<file path="src/rtl/qspi_line_reader_if.sv">
// ============================================================================
// Module      : qspi_line_reader_if
// Description : Cache-refill request/response and QSPI pad bundle for the
//               Quad I/O line fetcher.
// Revision    : 1.0 - initial release
// ============================================================================
`default_nettype none

interface qspi_line_reader_if #(
  parameter int ADDR_W     = 24,
  parameter int LINE_BYTES = 16
);
  logic [ADDR_W-1:0]       addr;
  logic                    rd;
  logic                    cont_en;
  logic                    busy;
  logic                    done;
  logic [8*LINE_BYTES-1:0] line;
  logic                    sck;
  logic                    ce_n;
  logic [3:0]              din;
  logic [3:0]              dout;
  logic                    douten;

  modport slave (
    input  addr, rd, cont_en, din,
    output busy, done, line, sck, ce_n, dout, douten
  );

  modport master (
    output addr, rd, cont_en, din,
    input  busy, done, line, sck, ce_n, dout, douten
  );
endinterface

`default_nettype wire

</file>
<file path="src/rtl/qspi_line_reader.sv">
// ============================================================================
// Module      : qspi_line_reader
// Description : Quad I/O (0xEB) flash line fetcher with continuous-read mode,
//               programmable SCK divider, dummy count and CE gap.
// Revision    : 1.0 - initial release
// ============================================================================
`default_nettype none

module qspi_line_reader #(
  parameter int         LINE_BYTES   = 16,
  parameter int         ADDR_W       = 24,
  parameter int         CLK_DIV      = 1,
  parameter int         DUMMY_CYCLES = 4,
  parameter int         CE_GAP       = 2,
  parameter logic [7:0] MODE_CONT    = 8'hA0
) (
  input  logic               clk,
  input  logic               rst,
  qspi_line_reader_if.slave  bus
);

  localparam int c_DIV_W = (CLK_DIV > 1) ? $clog2(CLK_DIV) : 1;
  localparam int c_CNT_W = 16;
  localparam int c_NI_W  = $clog2(2*LINE_BYTES);
  localparam int c_AB_W  = $clog2(ADDR_W);

  localparam logic [7:0]         c_CMD        = 8'hEB;
  localparam logic [ADDR_W-1:0]  c_LO_MASK    = ADDR_W'(LINE_BYTES-1);
  localparam logic [c_DIV_W-1:0] c_DIV_LAST   = c_DIV_W'(CLK_DIV-1);
  localparam logic [c_CNT_W-1:0] c_CMD_LAST   = c_CNT_W'(7);
  localparam logic [c_CNT_W-1:0] c_ADDR_LAST  = c_CNT_W'(ADDR_W/4-1);
  localparam logic [c_CNT_W-1:0] c_MODE_LAST  = c_CNT_W'(1);
  localparam logic [c_CNT_W-1:0] c_DUMMY_LAST = c_CNT_W'(DUMMY_CYCLES-1);
  localparam logic [c_CNT_W-1:0] c_DATA_LAST  = c_CNT_W'(2*LINE_BYTES-1);
  localparam logic [c_CNT_W-1:0] c_GAP_LAST   = c_CNT_W'(CE_GAP-1);

  typedef enum logic [2:0] {
    S_IDLE  = 3'd0,
    S_CMD   = 3'd1,
    S_ADDR  = 3'd2,
    S_MODE  = 3'd3,
    S_DUMMY = 3'd4,
    S_DATA  = 3'd5,
    S_GAP   = 3'd6
  } state_t;

  state_t               state_q, state_d;
  logic [c_CNT_W-1:0]   cnt_q, cnt_d;
  logic [c_DIV_W-1:0]   div_q, div_d;
  logic                 sck_q, sck_d;
  logic                 ce_n_q, ce_n_d;
  logic                 done_q, done_d;
  logic                 douten_q, douten_d;
  logic [3:0]           dout_q, dout_d;
  logic [ADDR_W-1:0]    addr_q, addr_d;
  logic                 cont_q, cont_d;
  logic                 cont_active_q, cont_active_d;
  logic [8*LINE_BYTES-1:0] line_q;

  logic                 w_tick;
  logic                 w_fall;
  logic                 w_cap;
  logic [c_NI_W-1:0]    w_lidx;
  logic [c_AB_W-1:0]    w_abase;
  logic [7:0]           w_mode;

  assign w_tick = (div_q == c_DIV_LAST);
  // An SPI cycle ends on the clk edge that drives sck high->low.
  assign w_fall = (state_q inside {S_CMD, S_ADDR, S_MODE, S_DUMMY, S_DATA}) && sck_q && w_tick;
  // Even nibble index lands in the high half of its byte.
  assign w_lidx = c_NI_W'(cnt_q) ^ c_NI_W'(1);

  always_comb begin
    state_d       = state_q;
    cnt_d         = cnt_q;
    div_d         = div_q;
    sck_d         = sck_q;
    ce_n_d        = ce_n_q;
    done_d        = 1'b0;
    addr_d        = addr_q;
    cont_d        = cont_q;
    cont_active_d = cont_active_q;
    w_cap         = 1'b0;

    case (state_q)
      S_IDLE: begin
        if (bus.rd) begin
          addr_d  = bus.addr & ~c_LO_MASK;
          cont_d  = bus.cont_en;
          ce_n_d  = 1'b0;
          sck_d   = 1'b0;
          div_d   = '0;
          cnt_d   = '0;
          state_d = cont_active_q ? S_ADDR : S_CMD;
        end
      end

      S_GAP: begin
        if (cnt_q == c_GAP_LAST) begin
          state_d = S_IDLE;
          cnt_d   = '0;
        end else begin
          cnt_d = cnt_q + c_CNT_W'(1);
        end
      end

      default: begin
        if (w_tick) begin
          div_d = '0;
          sck_d = ~sck_q;
        end else begin
          div_d = div_q + c_DIV_W'(1);
        end

        if (w_fall) begin
          cnt_d = cnt_q + c_CNT_W'(1);
          case (state_q)
            S_CMD: if (cnt_q == c_CMD_LAST) begin
              state_d = S_ADDR;
              cnt_d   = '0;
            end
            S_ADDR: if (cnt_q == c_ADDR_LAST) begin
              state_d = S_MODE;
              cnt_d   = '0;
            end
            S_MODE: if (cnt_q == c_MODE_LAST) begin
              state_d = (DUMMY_CYCLES == 0) ? S_DATA : S_DUMMY;
              cnt_d   = '0;
            end
            S_DUMMY: if (cnt_q == c_DUMMY_LAST) begin
              state_d = S_DATA;
              cnt_d   = '0;
            end
            S_DATA: begin
              w_cap = 1'b1;
              if (cnt_q == c_DATA_LAST) begin
                state_d       = S_GAP;
                cnt_d         = '0;
                div_d         = '0;
                sck_d         = 1'b0;
                ce_n_d        = 1'b1;
                done_d        = 1'b1;
                cont_active_d = cont_q;
              end
            end
            default: ;
          endcase
        end
      end
    endcase

    // Pad outputs are derived from the next state so they switch together
    // with ce_n fall or the sck falling edge and stay stable while sck is high.
    w_mode   = cont_d ? MODE_CONT : 8'h00;
    w_abase  = c_AB_W'(ADDR_W-4) - c_AB_W'({cnt_d, 2'b00});
    dout_d   = 4'h0;
    douten_d = 1'b0;
    case (state_d)
      S_CMD: begin
        douten_d = 1'b1;
        dout_d   = {3'b000, c_CMD[3'(~cnt_d[2:0])]};
      end
      S_ADDR: begin
        douten_d = 1'b1;
        dout_d   = addr_d[w_abase +: 4];
      end
      S_MODE: begin
        douten_d = 1'b1;
        dout_d   = cnt_d[0] ? w_mode[3:0] : w_mode[7:4];
      end
      default: ;
    endcase
  end

  always_ff @(posedge clk or posedge rst) begin
    if (rst) begin
      state_q       <= S_IDLE;
      cnt_q         <= '0;
      div_q         <= '0;
      sck_q         <= 1'b0;
      ce_n_q        <= 1'b1;
      done_q        <= 1'b0;
      douten_q      <= 1'b0;
      dout_q        <= 4'h0;
      addr_q        <= '0;
      cont_q        <= 1'b0;
      cont_active_q <= 1'b0;
    end else begin
      state_q       <= state_d;
      cnt_q         <= cnt_d;
      div_q         <= div_d;
      sck_q         <= sck_d;
      ce_n_q        <= ce_n_d;
      done_q        <= done_d;
      douten_q      <= douten_d;
      dout_q        <= dout_d;
      addr_q        <= addr_d;
      cont_q        <= cont_d;
      cont_active_q <= cont_active_d;
    end
  end

  // Line storage carries no reset; its contents are undefined until filled.
  always_ff @(posedge clk) begin
    if (w_cap) begin
      line_q[{w_lidx, 2'b00} +: 4] <= bus.din;
    end
  end

  assign bus.busy   = (state_q != S_IDLE);
  assign bus.done   = done_q;
  assign bus.line   = line_q;
  assign bus.sck    = sck_q;
  assign bus.ce_n   = ce_n_q;
  assign bus.dout   = dout_q;
  assign bus.douten = douten_q;

endmodule

`default_nettype wire

</file>
<file path="src/flat_wrapper.sv">
// flat-port wrapper written by rule: the top's interface ports become plain ports
module qspi_line_reader_flat 
#(
  parameter int         LINE_BYTES   = 16,
  parameter int         ADDR_W       = 24,
  parameter int         CLK_DIV      = 1,
  parameter int         DUMMY_CYCLES = 4,
  parameter int         CE_GAP       = 2,
  parameter logic [7:0] MODE_CONT    = 8'hA0
)
  (clk, rst, bus_addr, bus_rd, bus_cont_en, bus_din, bus_busy, bus_done, bus_line, bus_sck, bus_ce_n, bus_dout, bus_douten);
  qspi_line_reader_if #(.ADDR_W(ADDR_W), .LINE_BYTES(LINE_BYTES)) bus_i ();
  input  logic clk;
  input  logic rst;
  input wire logic [$bits(bus_i.addr)-1:0] bus_addr;
  input wire logic [$bits(bus_i.rd)-1:0] bus_rd;
  input wire logic [$bits(bus_i.cont_en)-1:0] bus_cont_en;
  input wire logic [$bits(bus_i.din)-1:0] bus_din;
  output wire logic [$bits(bus_i.busy)-1:0] bus_busy;
  output wire logic [$bits(bus_i.done)-1:0] bus_done;
  output wire logic [$bits(bus_i.line)-1:0] bus_line;
  output wire logic [$bits(bus_i.sck)-1:0] bus_sck;
  output wire logic [$bits(bus_i.ce_n)-1:0] bus_ce_n;
  output wire logic [$bits(bus_i.dout)-1:0] bus_dout;
  output wire logic [$bits(bus_i.douten)-1:0] bus_douten;
  assign bus_i.addr = bus_addr;
  assign bus_i.rd = bus_rd;
  assign bus_i.cont_en = bus_cont_en;
  assign bus_i.din = bus_din;
  assign bus_busy = bus_i.busy;
  assign bus_done = bus_i.done;
  assign bus_line = bus_i.line;
  assign bus_sck = bus_i.sck;
  assign bus_ce_n = bus_i.ce_n;
  assign bus_dout = bus_i.dout;
  assign bus_douten = bus_i.douten;
  qspi_line_reader #(.LINE_BYTES(LINE_BYTES), .ADDR_W(ADDR_W), .CLK_DIV(CLK_DIV), .DUMMY_CYCLES(DUMMY_CYCLES), .CE_GAP(CE_GAP), .MODE_CONT(MODE_CONT)) u_core (.clk(clk), .rst(rst), .bus(bus_i));
endmodule
</file>
<file path="config.mk">
export PLATFORM = sky130hd
export DESIGN_NAME = qspi_line_reader_flat
export DESIGN_NICKNAME = d
export VERILOG_FILES = /design/src/rtl/qspi_line_reader_if.sv /design/src/rtl/qspi_line_reader.sv /design/src/flat_wrapper.sv
export SDC_FILE = /design/constraint.sdc
export NUM_CORES = 1
export LEC_CHECK = 0
export ABC_AREA = 1
export CAP_MARGIN = 20
export CORE_MARGIN = 2
export CORE_UTILIZATION = 46
export CTS_CLUSTER_SIZE = 20
export DETAILED_ROUTE_END_ITERATION = 6
export PLACE_DENSITY_LB_ADDON = 0.3
export SYNTH_ARGS = -nofsm -noshare
export SYNTH_HDL_FRONTEND = slang
export SYNTH_SLANG_ARGS = --single-unit
</file>
<file path="constraint.sdc">
create_clock -name clk -period 2.6 [get_ports clk]
set_input_delay 0.26 -clock clk [delete_from_list [all_inputs] [get_ports clk]]
set_output_delay 0.26 -clock clk [all_outputs]
set_load 0.02 [all_outputs]
</file>
==> run summary, run 1 <==
IR drop worst, VDD: 455 uV
Mean post-synth cell area: 9.44 um^2
Post-synthesis simple-gate area fraction: 26.6%
PostCTS Resize Cnt: 0
Vias per cell: 5.09
Crit path cell chain: ha_2 -> or2_2 -> nand2_2 -> inv_2 -> nor2_1 -> inv_1 -> nor3_2 -> inv_1 -> nor2_2
Commonest register cell after synthesis: edfxtp_1
Worst path most repeated cell: inv_1
Post-synthesis compound-gate area fraction: 3.03%
DP HPWL: 15200 um
Async SR Flop Fraction: 29.3%
Slowest stage delay, CP: 0.46 ns
Worst hold path class: in -> async
Final wirelength: 20200 um
GRT overflow: 0
Initial antenna violation count: 0
H-tree levels: 4
Setup Crit Path Kind: reg -> reg
Gr usage total: 22.3%
Clock Path Buffers: 2
Buf/Inv on CP: 3
Power density cells: 546 nW/um^2
Synth cell count leaders: 213 x nor2_1, 182 x nand2_1, 128 x edfxtp_1, 81 x inv_1, 56 x nand3_1
Tot Pwr: 5.91 mW
Adder-Cell Fraction of Synth Area: 0.769%
Setup crit start kind: flip-flop
Final setup fails: 0
Final Hold Vio Count: 0
I/O pins: 169
Critical path's slowest cell: dfrtp_2
Largest net degree at the start of global routing: 32
Period minus WS final: 2.38 ns
Syn Std Cell Area: 8130 um^2
Initial Utilization: 47.0%
RSZ-0062 raised after global routing: no
FMAX: 421 MHz
Status: finished clean
Crit. End Element: flip-flop
Clock slew at reported path FFs: 0.07 ns
First drt pass iteration count: 5
Cells after Synth: 861
Synth area leader: edfxtp_1
CTS hold repair buffers: 0
Max-slew violations: 0
Netlist cell types: 44
Crit path required time: 2.72 ns
Routed Antenna Nets: 0
Crit-path max FO: 7
Number of CTS-inserted buffers: 17
GPL Wtd Cong: 0.896
Setup WS pre-CTS: 0.0832 ns
Vias: 6506
CTS tree: built
CORE AREA: 17300 um^2
Die Area: 18800 um^2
Synth top area share: 47.3%
Non-Filler Instances: 1277
Post-Route Skew: 0.00752 ns
Antenna cells: 0
Synth Area in XOR/XNOR: 0.323%
FILL cells: 1440
Layout net count: 1076
Sequential share of the synthesized area: 63.6%
Global-route wire length before repair: 31600 um
DR WL/cell: 15.8 um
Root Buffer: clkbuf_16
WP data arrival: 2.50 ns
Clock Latency Late Sink: 0.44 ns
DRT iter0 DRCs: 491
Relative slew slack: 45.9%
Area delta synth->final: 33.1%
# clock sinks: 181
Die width: 137 um
DR DRC count: 0
Final period util: 91.4%
Largest family of logic cells by synthesized area: simple AND/OR/NAND/NOR gates
Slack of the critical path: 0.224 ns
Largest delay contributor family on the critical path: simple AND/OR/NAND/NOR gates
Mux cell area share after synthesis: 0%
Placed cells: 1245
Die height: 137 um
Most frequent cell after synthesis: nor2_1
#FFs+latches synth: 181
Worst-Margin Slew: 0.811 ns
Number of global-route vias before repair: 6269
Pleak: 4.31 nW
PortBufs: 164
Synth area leaders: edfxtp_1 47%, dfrtp_1 16%, nor2_1 9.8%
Layout cells sized above 1: 9.32%
Setup bufs post-CTS: 0
Synth Net Count: 898
Synth warn: 0
Post-synth EDFFs: 128
Max Cap Violations: 0
Final TNS setup: 0 ns
# rows: 48
## metrics by stage
stage | area (um^2) | hold slack [ns] | util [%]
floorplan | 8140 | 0.385 | -
global placement | 10200 | 0.447 | 58.7
detailed placement | 10200 | 0.449 | 58.7
CTS | 10800 | 0.193 | 62.4
global route | 10800 | 0.226 | 62.6
finish | 10800 | 0.181 | 62.6
## worst paths after layout
kind	from	endpoint	slack, ns	cells past startpoint
worst max-delay path	u_core.cnt_q[0]	u_core.bus.line[34]	0.22	9
worst min-delay path	rst	u_core.state_q[1]	0.18	2
worst max register to register	u_core.cnt_q[0]	u_core.bus.line[34]	0.22	9
worst min register to register	u_core.addr_q[1]	u_core.addr_q[1]	0.46	2
max in group asynchronous	rst	u_core.bus.ce_n	1.81	3
min in group clk	bus_addr[9]	u_core.addr_q[9]	0.38	3
## power by group
part,internal (mW),switching [mW]
clock,1.63,1.13
sequential,3.06,0
combinational,0.0421,0.0420
## kinds of logic after synthesis
family / count (synthesis)
flops: 181
xor+xnor: 3
buf+inv: 117
fa+ha+maj: 5
compound gates: 39
simple gates: 516
## per-layer routing
metal  vias up  global-route usage [%]  share of wire (%)  wire (um)
met1      3007                    27.4                 39       7870
met2       296                    38.4                 51      10300
met3        52                    4.48                7.5       1510
li1       3151                       -                  -          -
met5         -                       0                  0          0
met4         0                    9.51                2.9        594
## worst register-to-register path, delay by kind of cell (launching register included)
family	cells	cell delay, ns
adders and majority gates	1	0.23
buffers and inverters	3	0.34
DFF	1	0.46
and+or+nand+nor	5	1.04
## area by class of cell
type / count / area (um^2) / area share (%)
inverter: 87 / 327 / 3.02
sequential: 181 / 5170 / 47.8
clock buffer: 17 / 425 / 3.93
tap: 225 / 282 / 2.60
clock inverter: 15 / 220 / 2.03
timing repair buffer: 189 / 1870 / 17.2
multi-input combinational: 563 / 2530 / 23.4
## flip-flops by register name, summed over array words and instances (netlist names)
signal                flops
u_core.cont_active_q      1
u_core.bus.line         128
u_core.cnt_q             16
u_core.bus.done           1
u_core.cont_q             1
u_core.state_q            3
u_core.bus.dout           4
u_core.bus.sck            1
u_core.bus.douten         1
u_core.addr_q            24
u_core.bus.ce_n           1
## cell usage in the layout, fill, tap and decap left out, types with 2 or more instances in the layout
cell type	n
a21oi_1	10
buf_12	3
buf_4	22
bufinv_16	4
clkbuf_16	17
clkdlybuf4s50_1	164
clkinv_4	2
clkinvlp_4	3
dfrtp_1	51
edfxtp_1	128
ha_1	3
ha_2	2
inv_1	80
inv_2	6
inv_6	5
nand2_1	179
nand2_2	8
nand2_4	3
nand3_1	55
nand3_2	2
nor2_1	210
nor2_2	5
nor2_4	2
nor3_1	40
nor3_2	2
nor3b_1	2
o2111ai_1	2
o21ai_0	13
o21ai_1	2
o31ai_1	2
or2_2	4
xor2_1	3
No activity file was read; power rests on OpenSTA's default activity.
==> run 2: changes to the inputs <==
--- a/config.mk
+++ b/config.mk
@@ -6,7 +6,7 @@
 export NUM_CORES = 1
 export LEC_CHECK = 0
 export ABC_AREA = 1
-export CAP_MARGIN = 20
+export CAP_MARGIN = 40
 export CORE_MARGIN = 2
 export CORE_UTILIZATION = 46
 export CTS_CLUSTER_SIZE = 20
==> results of run 2 <==
The final DEF is identical to that of run 1; final timing and power are the same.
